--- src/rtl/aes_crypt_ctrl_if.sv ---
// Control bundle between the AES crypt controller (master) and the host/datapath/key-schedule side (slave).
interface aes_crypt_ctrl_if;
  logic       start;
  logic       mode;
  logic       din_vld;
  logic       din_rdy;
  logic       dout_vld;
  logic       dout_rdy;
  logic       key_rdy;
  logic [3:0] key_idx;
  logic [1:0] keyadsel;
  logic       mixsel;
  logic       reginsel;
  logic       shiftsel;
  logic       wrregen;
  logic       busy;
  logic       done;

  modport master (
    input  start, mode, din_vld, dout_rdy, key_rdy,
    output din_rdy, dout_vld, key_idx, keyadsel, mixsel, reginsel,
           shiftsel, wrregen, busy, done
  );

  modport slave (
    output start, mode, din_vld, dout_rdy, key_rdy,
    input  din_rdy, dout_vld, key_idx, keyadsel, mixsel, reginsel,
           shiftsel, wrregen, busy, done
  );
endinterface

--- src/rtl/aes_crypt_ctrl.sv ---
// Control FSM for the byte-serial AES-128 datapath: load 16 bytes, run NR+1 rounds, unload 16 bytes.
// Optional macro OVERLAP_LOAD_EN: shift the next block in while the current result shifts out.
module aes_crypt_ctrl #(
  parameter int NR = 10,
  parameter int NB = 16
) (
  input logic             clk,
  input logic             rst,
  aes_crypt_ctrl_if.master bus
);
  localparam int BW = $clog2(NB);
  localparam int RW = $clog2(NR + 1);
  localparam logic [BW-1:0] BLAST = BW'(NB - 1);
  localparam logic [RW-1:0] RLAST = RW'(NR);

  typedef enum logic [2:0] {S_IDLE, S_LOAD, S_KWAIT, S_ROUND, S_UNLOAD} state_t;

  state_t        r_state, w_nstate;
  logic [BW-1:0] r_bcnt;
  logic [RW-1:0] r_rcnt;
  logic          r_mode;
  logic          r_done;
  logic          w_ul_beat;

`ifdef OVERLAP_LOAD_EN
  assign w_ul_beat = bus.din_vld & bus.dout_rdy;
`else
  assign w_ul_beat = bus.dout_rdy;
`endif

  always_ff @(posedge clk or negedge rst) begin
    if (!rst) begin
      r_state <= S_IDLE;
      r_bcnt  <= '0;
      r_rcnt  <= '0;
      r_mode  <= 1'b0;
      r_done  <= 1'b0;
    end else begin
      r_state <= w_nstate;
      r_done  <= 1'b0;
      case (r_state)
        S_IDLE: if (bus.start) begin
          r_mode <= bus.mode;
          r_bcnt <= '0;
        end
        S_LOAD: if (bus.din_vld) r_bcnt <= (r_bcnt == BLAST) ? '0 : r_bcnt + 1'b1;
        S_KWAIT: if (bus.key_rdy) r_rcnt <= '0;
        S_ROUND: begin
          r_rcnt <= r_rcnt + 1'b1;
          if (r_rcnt == RLAST) r_bcnt <= '0;
        end
        S_UNLOAD: if (w_ul_beat) begin
          if (r_bcnt == BLAST) begin
            r_bcnt <= '0;
            r_done <= 1'b1;
`ifdef OVERLAP_LOAD_EN
            // next block's bytes are already in; take its mode now
            r_mode <= bus.mode;
`endif
          end else begin
            r_bcnt <= r_bcnt + 1'b1;
          end
        end
        default: ;
      endcase
    end
  end

  always_comb begin
    w_nstate     = r_state;
    bus.din_rdy  = 1'b0;
    bus.dout_vld = 1'b0;
    bus.key_idx  = 4'd0;
    bus.keyadsel = 2'd0;
    bus.mixsel   = 1'b0;
    bus.reginsel = 1'b0;
    bus.shiftsel = 1'b0;
    bus.wrregen  = 1'b0;
    case (r_state)
      S_IDLE: if (bus.start) w_nstate = S_LOAD;
      S_LOAD: begin
        bus.din_rdy  = 1'b1;
        bus.shiftsel = 1'b1;
        bus.wrregen  = bus.din_vld;
        if (bus.din_vld && r_bcnt == BLAST) w_nstate = S_KWAIT;
      end
      S_KWAIT: if (bus.key_rdy) w_nstate = S_ROUND;
      S_ROUND: begin
        bus.wrregen = 1'b1;
        if (!r_mode) begin
          bus.key_idx = 4'(r_rcnt);
          if (r_rcnt == RLAST)   bus.keyadsel = 2'd2;
          else if (r_rcnt != '0) bus.keyadsel = 2'd1;
        end else begin
          // decrypt walks the key schedule backwards through the g path
          if (r_rcnt == '0) begin
            bus.key_idx = 4'(NR);
          end else if (r_rcnt == RLAST) begin
            bus.keyadsel = 2'd3;
          end else begin
            bus.mixsel   = 1'b1;
            bus.reginsel = 1'b1;
            bus.key_idx  = 4'(RLAST - r_rcnt);
          end
        end
        if (r_rcnt == RLAST) w_nstate = S_UNLOAD;
      end
      S_UNLOAD: begin
`ifdef OVERLAP_LOAD_EN
        bus.dout_vld = bus.din_vld;
        bus.din_rdy  = bus.dout_rdy;
`else
        bus.dout_vld = 1'b1;
`endif
        bus.shiftsel = 1'b1;
        bus.wrregen  = w_ul_beat;
        if (w_ul_beat && r_bcnt == BLAST) begin
`ifdef OVERLAP_LOAD_EN
          w_nstate = S_KWAIT;
`else
          w_nstate = S_IDLE;
`endif
        end
      end
      default: w_nstate = S_IDLE;
    endcase
  end

  assign bus.busy = (r_state != S_IDLE);
  assign bus.done = r_done;
endmodule
--- src/flat_wrapper.sv ---
// flat-port wrapper written by rule: the top's interface ports become plain ports
module aes_crypt_ctrl_flat 
#(
  parameter int NR = 10,
  parameter int NB = 16
)
  (clk, rst, bus_start, bus_mode, bus_din_vld, bus_dout_rdy, bus_key_rdy, bus_din_rdy, bus_dout_vld, bus_key_idx, bus_keyadsel, bus_mixsel, bus_reginsel, bus_shiftsel, bus_wrregen, bus_busy, bus_done);
  aes_crypt_ctrl_if bus_i ();
  input logic clk;
  input logic rst;
  input wire logic [$bits(bus_i.start)-1:0] bus_start;
  input wire logic [$bits(bus_i.mode)-1:0] bus_mode;
  input wire logic [$bits(bus_i.din_vld)-1:0] bus_din_vld;
  input wire logic [$bits(bus_i.dout_rdy)-1:0] bus_dout_rdy;
  input wire logic [$bits(bus_i.key_rdy)-1:0] bus_key_rdy;
  output wire logic [$bits(bus_i.din_rdy)-1:0] bus_din_rdy;
  output wire logic [$bits(bus_i.dout_vld)-1:0] bus_dout_vld;
  output wire logic [$bits(bus_i.key_idx)-1:0] bus_key_idx;
  output wire logic [$bits(bus_i.keyadsel)-1:0] bus_keyadsel;
  output wire logic [$bits(bus_i.mixsel)-1:0] bus_mixsel;
  output wire logic [$bits(bus_i.reginsel)-1:0] bus_reginsel;
  output wire logic [$bits(bus_i.shiftsel)-1:0] bus_shiftsel;
  output wire logic [$bits(bus_i.wrregen)-1:0] bus_wrregen;
  output wire logic [$bits(bus_i.busy)-1:0] bus_busy;
  output wire logic [$bits(bus_i.done)-1:0] bus_done;
  assign bus_i.start = bus_start;
  assign bus_i.mode = bus_mode;
  assign bus_i.din_vld = bus_din_vld;
  assign bus_i.dout_rdy = bus_dout_rdy;
  assign bus_i.key_rdy = bus_key_rdy;
  assign bus_din_rdy = bus_i.din_rdy;
  assign bus_dout_vld = bus_i.dout_vld;
  assign bus_key_idx = bus_i.key_idx;
  assign bus_keyadsel = bus_i.keyadsel;
  assign bus_mixsel = bus_i.mixsel;
  assign bus_reginsel = bus_i.reginsel;
  assign bus_shiftsel = bus_i.shiftsel;
  assign bus_wrregen = bus_i.wrregen;
  assign bus_busy = bus_i.busy;
  assign bus_done = bus_i.done;
  aes_crypt_ctrl #(.NR(NR), .NB(NB)) u_core (.clk(clk), .rst(rst), .bus(bus_i));
endmodule
--- config.mk ---
export PLATFORM = sky130hd
export DESIGN_NAME = aes_crypt_ctrl_flat
export DESIGN_NICKNAME = d
export VERILOG_FILES = /design/src/rtl/aes_crypt_ctrl_if.sv /design/src/rtl/aes_crypt_ctrl.sv /design/src/flat_wrapper.sv
export SDC_FILE = /design/constraint.sdc
export NUM_CORES = 1
export LEC_CHECK = 0
export BUFFER_PORTS_ARGS = -buffer_cell sky130_fd_sc_hd__buf_2
export CAP_MARGIN = 20
export CORE_UTILIZATION = 47
export CTS_CLUSTER_SIZE = 20
export DETAILED_ROUTE_END_ITERATION = 7
export PLACE_DENSITY = 0.84
export SLEW_MARGIN = 40
export SYNTH_ARGS = -nofsm -noshare
export SYNTH_HDL_FRONTEND = slang
export SYNTH_SLANG_ARGS = --single-unit
--- constraint.sdc ---
create_clock -name clk -period 1.7 [get_ports clk]
set_clock_uncertainty 0.15 [all_clocks]
set_input_delay 0.34 -clock clk [delete_from_list [all_inputs] [get_ports clk]]
set_output_delay 0.34 -clock clk [all_outputs]
set_load 0.01 [all_outputs]
=== After elaboration in Yosys (flattened, before gate mapping) ===
Cells that the tools add are included.

* Bits in registers: 13
* Input port bits: 7
* Output and inout port bits: 14
* Word-level logic and storage cells: 69

* Add/subtract/negate cells: 3
* Equality and inequality tests: 13
* Mux-type cells: 35
* Reductions and logical operators: 13

{| class="wikitable"
|+ Operator list
! operator !! count
|-
| 4-bit 2-to-1 mux || 10
|-
| 4-bit case mux with 4 select lines || 1
|-
| 3-bit 2-to-1 mux || 5
|-
| 3-bit case mux with 5 select lines || 1
|-
| 1-bit 2-to-1 mux || 11
|-
| 2-bit 2-to-1 mux || 5
|-
| 5-bit AND reduction || 2
|-
| 4-bit by 1-bit adder with 4-bit output (second input constant) || 2
|-
| 4-bit == test (second input constant) || 2
|-
| 2-bit inequality test (second input constant) || 4
|-
| 4-bit case mux with 2 select lines || 1
|-
| 4-bit nonzero test || 2
|-
| 3-bit by 2-bit == test with 1-bit output (second input constant) || 2
|-
| 2-bit by 1-bit inequality test with 1-bit output (second input constant) || 3
|-
| 4-bit logical NOT || 1
|-
| 2-bit AND reduction || 2
|-
| 4-bit subtractor (first input constant) || 1
|-
| 3-bit by 1-bit == test with 1-bit output (second input constant) || 1
|-
| 3-bit == test (second input constant) || 1
|-
| 3-bit logical NOT || 1
|-
| 1-bit case mux with 3 select lines || 1
|-
| 3-bit nonzero test || 1
|-
| 1-bit logical AND || 2
|-
| 2-bit nonzero test || 1
|-
| 2-bit OR reduction || 1
|}

=== Depth between registers and ports, before layout ===
* Depth in word-level cells: 5
* Mapped depth: 6
* Depth with buffers taken out: 6

=== Worst setup path before layout ===
OpenSTA, ideal clock, no wires.

* Path type: register to output
* From: reg u_core.r_rcnt[0]
* To: out bus_key_idx[2]
* Arrival time: 1.472 ns
* Required time: 1.210 ns
* Slack: -0.262 ns
* Cell stages (with the launch flop): 7
* Buffers on the path: 0
* Cell sequence: dfrtp_1 -> inv_1 -> ha_1 -> nand2_1 -> a21oi_1 -> or3_1 -> a21oi_1

* Word-level cells in the longest chain between the ends: 5
* Elaborated cells on any way between the ends: 7
* Those cells by class: 1 x add/sub; 1 x eq/ne; 4 x mux; 1 x reduce/logical

{| class="wikitable"
|+ RTL lines
! what !! line !! RTL
|-
| start: declaration || aes_crypt_ctrl.sv:20 || <nowiki>logic [RW-1:0] r_rcnt;</nowiki>
|-
| start signal: assignment || aes_crypt_ctrl.sv:49 || <nowiki>r_rcnt <= r_rcnt + 1'b1;</nowiki>
|-
| 4-bit subtractor / 4-bit == test (equally long branches) || aes_crypt_ctrl.sv:103, aes_crypt_ctrl.sv:98 ||
|-
| 4-bit 2-to-1 mux || aes_crypt_ctrl.sv:98 || <nowiki>end else if (r_rcnt == RLAST) begin</nowiki>
|-
| 4-bit 2-to-1 mux * || aes_crypt_ctrl.sv:96 || <nowiki>if (r_rcnt == '0) begin</nowiki>
|-
| 4-bit 2-to-1 mux * || aes_crypt_ctrl.sv:90 || <nowiki>if (!r_mode) begin</nowiki>
|-
| 4-bit 2-to-1 mux * || aes_crypt_ctrl.sv:79 || <nowiki>case (r_state)</nowiki>
|-
| end: declaration || flat_wrapper.sv:18 || <nowiki>output wire logic [$bits(bus_i.key_idx)-1:0] bus_key_idx;</nowiki>
|}

Mark *: on every way between the ends. The rest lies on a longest branch, timed or not.

=== Worst setup path in the final report ===
* From: reg u_core.r_rcnt[1]
* To: out bus_key_idx[3]

The elaborated chain is that of the path after synthesis.

==> impl_metrics.ini <==
[global_routing]
antenna_found_initial = 0
grt_max_degree = 14
grt_use_total = 0.298
grt_remaining_overflow = 0
grt_pass1_vias = 1030
grt_pass1_wl_mm = 4.48

[floorplan]
die_area_mm2 = 0.00213
ios = 21
die_x_um = 46.1
die_h_um = 46.1
start_util = 0.514
placementRows = 15
fp.coreArea_mm2 = 0.00178

[critical_path]
r2r_end = u_core.r_bcnt[0]
cp_data_required_time_ns = 1.21
crit_chain = inv_2 > buf_4 > or3_4 > a21oi_2 > a311oi_2 > buf_2
cp_slowest_cell = dfrtp_2
arrival_ns = 1.71
critPathLaunchType = flop
crit_family = flip-flops
r2r_slack_ns = -0.28
critical_path_buf_inv_count = 3
cp-end-kind = output pin
cp_max_fo = 4
worstSetupStartpoint = u_core.r_rcnt[1]
rr_worst_depth = 9
reg2reg_from = u_core.r_state[0]
path_class = flop to output pin
slowest_delay_ns = 0.43

[job]
maxCapViolations = 0

[detailed_routing]
viasPerCell = 6.08
post-route-drc-count = 0
drt-initial-drc-count = 59
vias = 1150
firstDrtPassIters = 4
wl_per_cell_um = 20.7
drt-total-wl_mm = 3.91
drtAntennaViolNets = 0

[clock_tree]
clock_latency_ns = 0.29
cts_tree = yes
htreeDepth = 1
cts_sinks = 13
clockRootBuffer = clkbuf_4
cts.clk_slew.worst_paths_ns = 0.09
cts_made_buffers = 3
cts_buffer_depth = 2

[finish]
area_growth_pct = 78.1
nFillCells = 56
n_antenna_cell = 0
multiInputGateArea_um2 = 708
nNetsFinal = 176
register_area_um2 = 329
final_layout_size_suffix_gt1_frac = 0.640

[synthesis]
synth.avg_cell_area_um2 = 8.89
ys.flop_type = dfrtp_1
syn_nets = 114
ys_ff_latch = 13
ys_warn_count = 0
seq_area_frac_synth = 0.355
synthCells = 103
synth_area_um2 = 916
synth-async-reset-ratio = 1.00
synth_edf_count = 0
ys_types = 34

[timing]
timing.slew.headroom = 0.784
setup_ws_ns = -0.495
drv_slew = 0
finalCritPeriodShare = 1.29
rsz0062_at_grt = yes
setup_violations = 20
whs_ns = 0.139
max_freq_ghz = 0.456
tightest_slew_ns = 0.324
hold_viol = 0
period_needed_ns = 2.20

[placement]
pre_cts_slack_ns = -0.196
globalplace.congestion = 0.892
port_buffers = 20
place_hpwl_mm = 1.82

[pwr]
sequentialPowerShare = 0.204
comb_power_share = 0.728
leakage_nw = 0.806
intPower_w = 0.00165
irDropWorstVdd_mv = 1.37
p_sw_frac = 0.444
p_switching_w = 0.00132
p_per_area_mw_per_mm2 = 1820
power_frac_clock = 0.067

[run_status]
status = complete, but fails checks
violations = setup timing

[hold_path]
hold_depth = 2
worstHoldStart = bus_mode
hold_path.class = input port to flop
min_to = u_core.r_mode
==> worst max-delay path by stage <==
stage                           endpoint  cells after the start
after floorplan           bus_key_idx[2]                      6
after global placement    bus_key_idx[2]                      7
after detailed placement  bus_key_idx[3]                      5
after CTS                 bus_key_idx[3]                      6
after global routing      bus_key_idx[0]                      7
final                     bus_key_idx[3]                      6
==> power by group through the flow <==
| stage | Combinational, W | Clock (W) | Sequential (W) |
|---|---|---|---|
| after global routing | 0.00226 | 0.000215 | 0.000613 |
| after CTS | 0.00176 | 0.000195 | 0.000577 |
| final | 0.00216 | 0.000200 | 0.000605 |
| after detailed placement | 0.00143 | 0 | 0.000577 |
| after global placement | 0.00137 | 0 | 0.000559 |
| after floorplan | 0.000893 | 0 | 0.000533 |
==> synthesized netlist by cell type (2+ instances only) <==
| cell type | number | share of area |
|---|---|---|
| dfrtp_1 | 13 | 0.36 |
| nand2_1 | 10 | 0.041 |
| inv_1 | 7 | 0.029 |
| nor2_1 | 7 | 0.029 |
| o21ai_0 | 6 | 0.033 |
| nor3_1 | 5 | 0.027 |
| a21oi_1 | 4 | 0.022 |
| ha_1 | 4 | 0.055 |
| nand2b_1 | 4 | 0.027 |
| a22o_1 | 3 | 0.029 |
| a32o_1 | 3 | 0.033 |
| clkbuf_1 | 3 | 0.012 |
| o22ai_1 | 3 | 0.020 |
| or3_1 | 3 | 0.020 |
| a211oi_1 | 2 | 0.016 |
| a311oi_1 | 2 | 0.019 |
| and3_1 | 2 | 0.014 |
| buf_2 | 2 | 0.011 |
| mux2_2 | 2 | 0.025 |
| mux2_4 | 2 | 0.033 |
| nand3_1 | 2 | 0.011 |
| nor2b_1 | 2 | 0.014 |
==> repair_timing <==
action | CTS | global route
pin swaps | 8 | 14
hold buffers | 1 | 0
endpoints found under the hold margin | 13 | 0
setup buffers | 11 | 8
endpoints found under the setup margin | 17 | 23
gates resized for setup | 19 | 30
==> kinds of logic (layout without fill, tap and decap cells) <==
family,Yosys count,count (layout),share of synthesized area
adders and majority gates,4,4,0.0546
muxes,5,5,0.0683
and+or+nand+nor,41,41,0.254
AOI/OAI and AO/OA,26,26,0.195
DFF,13,13,0.355
buffers and inverters,14,75,0.0724
==> layout make-up <==
| class | instances | area share |
|---|---|---|
| multi-input combinational | 76 | 0.434 |
| clock buffer | 4 | 0.0161 |
| timing repair buffer | 64 | 0.313 |
| sequential | 13 | 0.202 |
| inverter | 7 | 0.0161 |
| tap | 25 | 0.0192 |
==> sequential cells by signal, summed over array words and instances, names as in the netlist <==
register and flops:
u_core.r_bcnt 4, u_core.r_rcnt 4, u_core.r_state 3, u_core.bus.done 1, u_core.r_mode 1
==> per-layer routing <==
metal / track usage / vias to the layer above / share of wire / routed length, um
met3: 0.0784 / 26 / 0.091 / 356
met1: 0.324 / 550 / 0.39 / 1520
li1: - / 489 / - / -
met5: 0 / - / 0 / 0
met4: 0.112 / 0 / 0.042 / 163
met2: 0.544 / 85 / 0.48 / 1870
==> placed cells by master, fill, tap and decap left out, types with 3 or more instances in the layout <==
| cell | count |
|---|---|
| inv_1 | 4 |
| nand2b_1 | 3 |
| a22o_1 | 3 |
| dfrtp_1 | 10 |
| dfrtp_2 | 3 |
| ha_4 | 3 |
| a32o_1 | 3 |
| clkbuf_4 | 3 |
| inv_2 | 3 |
| buf_4 | 28 |
| buf_2 | 18 |
| o21ai_0 | 3 |
| buf_6 | 16 |
| nand2_1 | 8 |
| nor2_1 | 6 |
| or3_4 | 3 |
==> metrics by stage <==
| stage | std cells | total power [W] | cell area [um^2] | setup TNS (ns) | util |
|---|---|---|---|---|---|
| after floorplan | 103 | 0.00143 | 968 | -0.466 | - |
| after global placement | 167 | 0.00192 | 1270 | -0.655 | 0.711 |
| after detailed placement | 167 | 0.00201 | 1270 | -1.23 | 0.711 |
| after CTS | 183 | 0.00253 | 1460 | -4.32 | 0.818 |
| after global routing | 189 | 0.00309 | 1630 | -6.31 | 0.915 |
| final | 189 | 0.00296 | 1630 | -5.30 | 0.915 |
No activity file was read; power rests on OpenSTA's default activity.
